==> src/rtl/fetch_sequencer.sv <==
// fetch_sequencer: moves the instruction unit through request, wait, load and hold
// for each fetch, hands the instruction to decode and applies branch redirects.
module fetch_sequencer #(
  parameter int MEM_LAT = 1,
  parameter int CNT_W   = 16
) (
  input  logic             clk,
  input  logic             reset,
  input  logic             go,
  input  logic             halt,
  input  logic             ir_ack,
  input  logic             br_req,
  input  logic [31:0]      br_target,
  output logic             PC_ld,
  output logic             PC_inc,
  output logic [31:0]      PC_in,
  output logic             IM_cs,
  output logic             IM_rd,
  output logic             IR_ld,
  output logic             ir_valid,
  output logic             busy,
  output logic [CNT_W-1:0] fetch_cnt
);
  typedef enum logic [2:0] {IDLE, REQ, WAIT, LOAD, HOLD, REDIR} state_t;
  state_t           state_q, state_d;
  logic [3:0]       wcnt_q, wcnt_d;
  logic             halt_pend_q, halt_pend_d;
  logic [31:0]      pc_in_q, pc_in_d;
  logic [CNT_W-1:0] fetch_cnt_q, fetch_cnt_d;
  always_ff @(posedge clk or negedge reset)
    if (!reset) begin
      state_q     <= IDLE;
      wcnt_q      <= '0;
      halt_pend_q <= 1'b0;
      pc_in_q     <= '0;
      fetch_cnt_q <= '0;
    end else begin
      state_q     <= state_d;
      wcnt_q      <= wcnt_d;
      halt_pend_q <= halt_pend_d;
      pc_in_q     <= pc_in_d;
      fetch_cnt_q <= fetch_cnt_d;
    end
  always_comb begin
    state_d     = state_q;
    wcnt_d      = wcnt_q;
    pc_in_d     = pc_in_q;
    fetch_cnt_d = fetch_cnt_q;
    case (state_q)
      IDLE:  state_d = go ? REQ : IDLE;
      REQ: begin
        wcnt_d  = 4'(MEM_LAT - 1);
        state_d = (MEM_LAT == 1) ? LOAD : WAIT;
      end
      WAIT: begin
        wcnt_d  = wcnt_q - 4'd1;
        state_d = (wcnt_q <= 4'd1) ? LOAD : WAIT;
      end
      LOAD: begin
        fetch_cnt_d = fetch_cnt_q + 1'b1;
        state_d     = HOLD;
      end
      HOLD:
        if (ir_ack) begin
          pc_in_d = br_req ? br_target : pc_in_q;
          state_d = br_req ? REDIR : (halt_pend_q ? IDLE : REQ);
        end
      REDIR: state_d = halt_pend_q ? IDLE : REQ;
      default: state_d = IDLE;
    endcase
    // halt sticks until the FSM lands in IDLE; in IDLE it only counts alongside go
    halt_pend_d = (state_d == IDLE) ? 1'b0 : (halt_pend_q | halt);
  end
  assign IM_cs     = (state_q == REQ) || (state_q == WAIT) || (state_q == LOAD);
  assign IM_rd     = IM_cs;
  assign IR_ld     = (state_q == LOAD);
  assign PC_inc    = (state_q == LOAD);
  assign PC_ld     = (state_q == REDIR);
  assign ir_valid  = (state_q == HOLD);
  assign busy      = (state_q != IDLE);
  assign PC_in     = pc_in_q;
  assign fetch_cnt = fetch_cnt_q;
endmodule

==> config.mk <==
export PLATFORM = sky130hd
export DESIGN_NAME = fetch_sequencer
export DESIGN_NICKNAME = d
export VERILOG_FILES = /design/src/rtl/fetch_sequencer.sv
export SDC_FILE = /design/constraint.sdc
export NUM_CORES = 1
export LEC_CHECK = 0
export ABC_AREA = 1
export BUFFER_PORTS_ARGS = -buffer_cell sky130_fd_sc_hd__buf_2
export CORE_UTILIZATION = 40
export DETAILED_ROUTE_END_ITERATION = 10
export HOLD_SLACK_MARGIN = 0.06
export PLACE_DENSITY_LB_ADDON = 0.05
export SYNTH_ARGS = -nofsm -noshare
export SYNTH_HDL_FRONTEND = slang
export SYNTH_SLANG_ARGS = --single-unit
==> constraint.sdc <==
create_clock -name clk -period 2.25 [get_ports clk]
set_clock_uncertainty 0.15 [all_clocks]
set_input_delay 0.1125 -clock clk [delete_from_list [all_inputs] [get_ports clk]]
set_output_delay 0.1125 -clock clk [all_outputs]
set_load 0.1 [all_outputs]
==> out/metrics.csv <==
metric,value,unit
required time of the critical path,1990,ps
"flops & latches, synth",56,
insertion delay to the later sink of the worst-skew pair,300,ps
share of synthesized area spent on multiplexers,0,
largest net degree at the start of global routing,57,
setup slack on the worst flop-to-flop path,410,ps
fraction of the cycle the final worst path needs,0.8551,
standard cell area after detailed placement,0.003115,mm²
R2R Path Start,state_q[2],
number of placement rows,28,
clock buffer depth,2,
worst setup path endpoint,PC_inc,
fraction of final layout cells sized beyond drive strength 1,0.2564,
router iterations before antenna repair,4,
slew at the pin with the worst max-slew slack,603.2,ps
xor and xnor fraction of the mapped netlist area,0.03732,
number of antenna repair diodes,0,
die outline height,82.33,µm
detailed-route DRC error count,0,
clock root buffer master,clkbuf_8,
status,completed,
# H-tree levels,2,
Wirelength per Cell,12.27,µm
"post-synthesis share of cell area spent on and, or, nand and nor gates",0.3156,
"arithmetic-cell share of the synthesized area counting full adders, half adders and majority gates",0.01454,
Crit Path Class,register to output pin,
Setup crit end kind,output pin,
post-route minimum period,1924,ps
cell at the slowest stage of the critical path,dfrtp_1,
IO buf count,92,
sum of overflow across all layers after global routing,0,
first-pass GRT wire length,9839,µm
startpoint of the worst setup timing path,state_q[1],
setup repair after global routing missed its margin,false,
Worst Reg2Reg Path Length in Cells,7,
achievable clock frequency,519.7,MHz
routed vias,2411,
num ports,93,
Max-Cap Viols,0,
antenna-violating nets left,0,
effective utilization at floorplan,0.4259,
setup-violating endpoint count in the final report,0,
signal arrival time at the worst endpoint,1660,ps
vias per std cell,4.746,
nature of the critical path startpoint,register,
area share of the largest cell type after synthesis,0.5429,
synthesized instance count,306,
sequential cell area fraction in the yosys report,0.5429,
maximum fanout encountered on the critical timing path,11,
number of warnings issued by yosys,0,
TritonCTS clock tree,done,
synthesized cell area,0.002581,mm²
post-synthesis area per instance,8.435,µm²
dominant cells by area after synthesis,"dfrtp_1 (54%), nand2_1 (17%), nand3_1 (8.7%)",
number of hold violations in the final report,0,
DRC marker count from the first detailed-route iteration,131,
synthesized netlist net count,347,
placeable core area,0.006061,mm²
final RePlAce weighted congestion,0.7837,
Total GRT Usage,0.1919,
Die Width,82.33,µm
cell area after layout,0.003583,mm²
delay contributed by the slowest stage of the critical path,590,ps
Inserted Clock Buffers,5,
clock slew at the register clock pins of the worst setup and hold paths,90,ps
Total Die Area,0.006778,mm²
register cell area after layout,0.001401,mm²
Worst Hold Class,primary input to register,
synthesis-to-finish area growth,38.83,%
worst max-slew margin expressed relative to the limit,0.5965,
CTS resizes,0,
final-layout setup total negative slack,0,ps
Num Clock Sinks,56,
"Hold-fix buffers, CTS",36,
final max-slew violation count,0,
net count reported at finish,473,
"Setup Fix Bufs, Post-CTS",0,
estimated wirelength of the detail-placed design,4045,µm
cells traversed along the worst timing path,"nand2_4, nor2_4, buf_2",
initial antenna violation count,0,
main combinational cell family by area after synthesis,simple AND/OR/NAND/NOR gates,
library cell with the largest summed area after synthesis,dfrtp_1,
number of global-route vias before repair,2207,
total length of routed wires,6235,µm
endpoint of the worst register-to-register path,halt_pend_q,
final-layout fill cell count,581,
compound-gate portion of the synthesized area,0.02714,
area of the multi-input gates,0.001023,mm²
Yosys cell types,26,
## per-layer routing
layer / track usage / up-vias / routed length, µm / part of all wire
li1: - / 1218 / - / -
met1: 0.2367 / 1130 / 2744 / 0.44
met2: 0.3380 / 57 / 3150 / 0.51
met3: 0.03516 / 6 / 263 / 0.042
met4: 0.05965 / 0 / 77 / 0.012
met5: 0 / - / 0 / 0
## cells in the mapped netlist, drive strengths merged
cell type / instances
xor2: 5
dfrtp: 56
o21ai: 7
o22ai: 2
a21oi: 3
o21bai: 1
nor3: 3
nand2: 116
buf: 10
clkinv: 1
clkbuf: 3
nand3: 45
nand4: 3
nand3b: 1
xnor2: 6
inv: 20
nor2: 21
ha: 3
## area by class of cell
type	count	share of cell area
clock buffers	6	0.02025
clock inverters	2	0.009777
inverters	21	0.02200
multi-input cells	216	0.2856
flip-flops and latches	56	0.3911
well taps	75	0.02619
repair buffers	132	0.2451
## how the worst min path moves through the flow
stage / end / depth (start not counted) / slack [ps] / from
final: state_q[0] / 6 / 80 / go
after global routing: state_q[0] / 6 / 140 / go
after CTS: state_q[0] / 6 / 80 / go
after detailed placement: PC_in[5] / 2 / -10 / reset
after global placement: PC_in[5] / 2 / -10 / reset
after floorplan: PC_in[0] / 0 / -330 / reset
## per-stage QoR
step                hold slack (ps)    util  worst slack (ps)  cells
floorplan                    -333.1       -             130.5    306
global placement             -13.66  0.5140             594.6    464
detailed placement           -13.10  0.5140             556.2    464
CTS                           82.99  0.5912             314.7    508
global route                  137.1  0.5912             240.8    508
finish                        84.54  0.5912             325.9    508
## worst max-delay path: cells and delay by family, from the launching register on
kind                   cells  cell delay, ps
flip-flops                 1             590
AND/OR/NAND/NOR            2             300
buffers and inverters      1             480
## cells in the final DEF (no fill, tap or decap), types with 2 or more instances in the layout
cell type / count
nor2_1: 18
nor2_2: 2
clkbuf_8: 5
a21oi_1: 3
inv_1: 19
nand4_1: 3
dlygate4sd3_1: 36
nand3_1: 45
xor2_1: 5
buf_12: 2
dfrtp_1: 56
xnor2_1: 6
o22ai_1: 2
buf_2: 91
o21ai_0: 7
ha_1: 3
buf_4: 3
nand2_1: 114
## state kept, by name (all words and copies together) (netlist names)
name	cells
PC_in	32
fetch_cnt	16
halt_pend_q	1
wcnt_q	4
state_q	3
## cell families (layout without fill, tap and decap cells)
family | count (synthesis) | count (layout)
compound gates | 13 | 13
xor+xnor | 11 | 11
fa+ha+maj | 3 | 3
buf+inv | 34 | 161
flops | 56 | 56
simple gates | 189 | 189
Power is left out: the tool's default activity adds up to more than one toggle a clock period on the data nets, which glitch-free logic cannot reach.
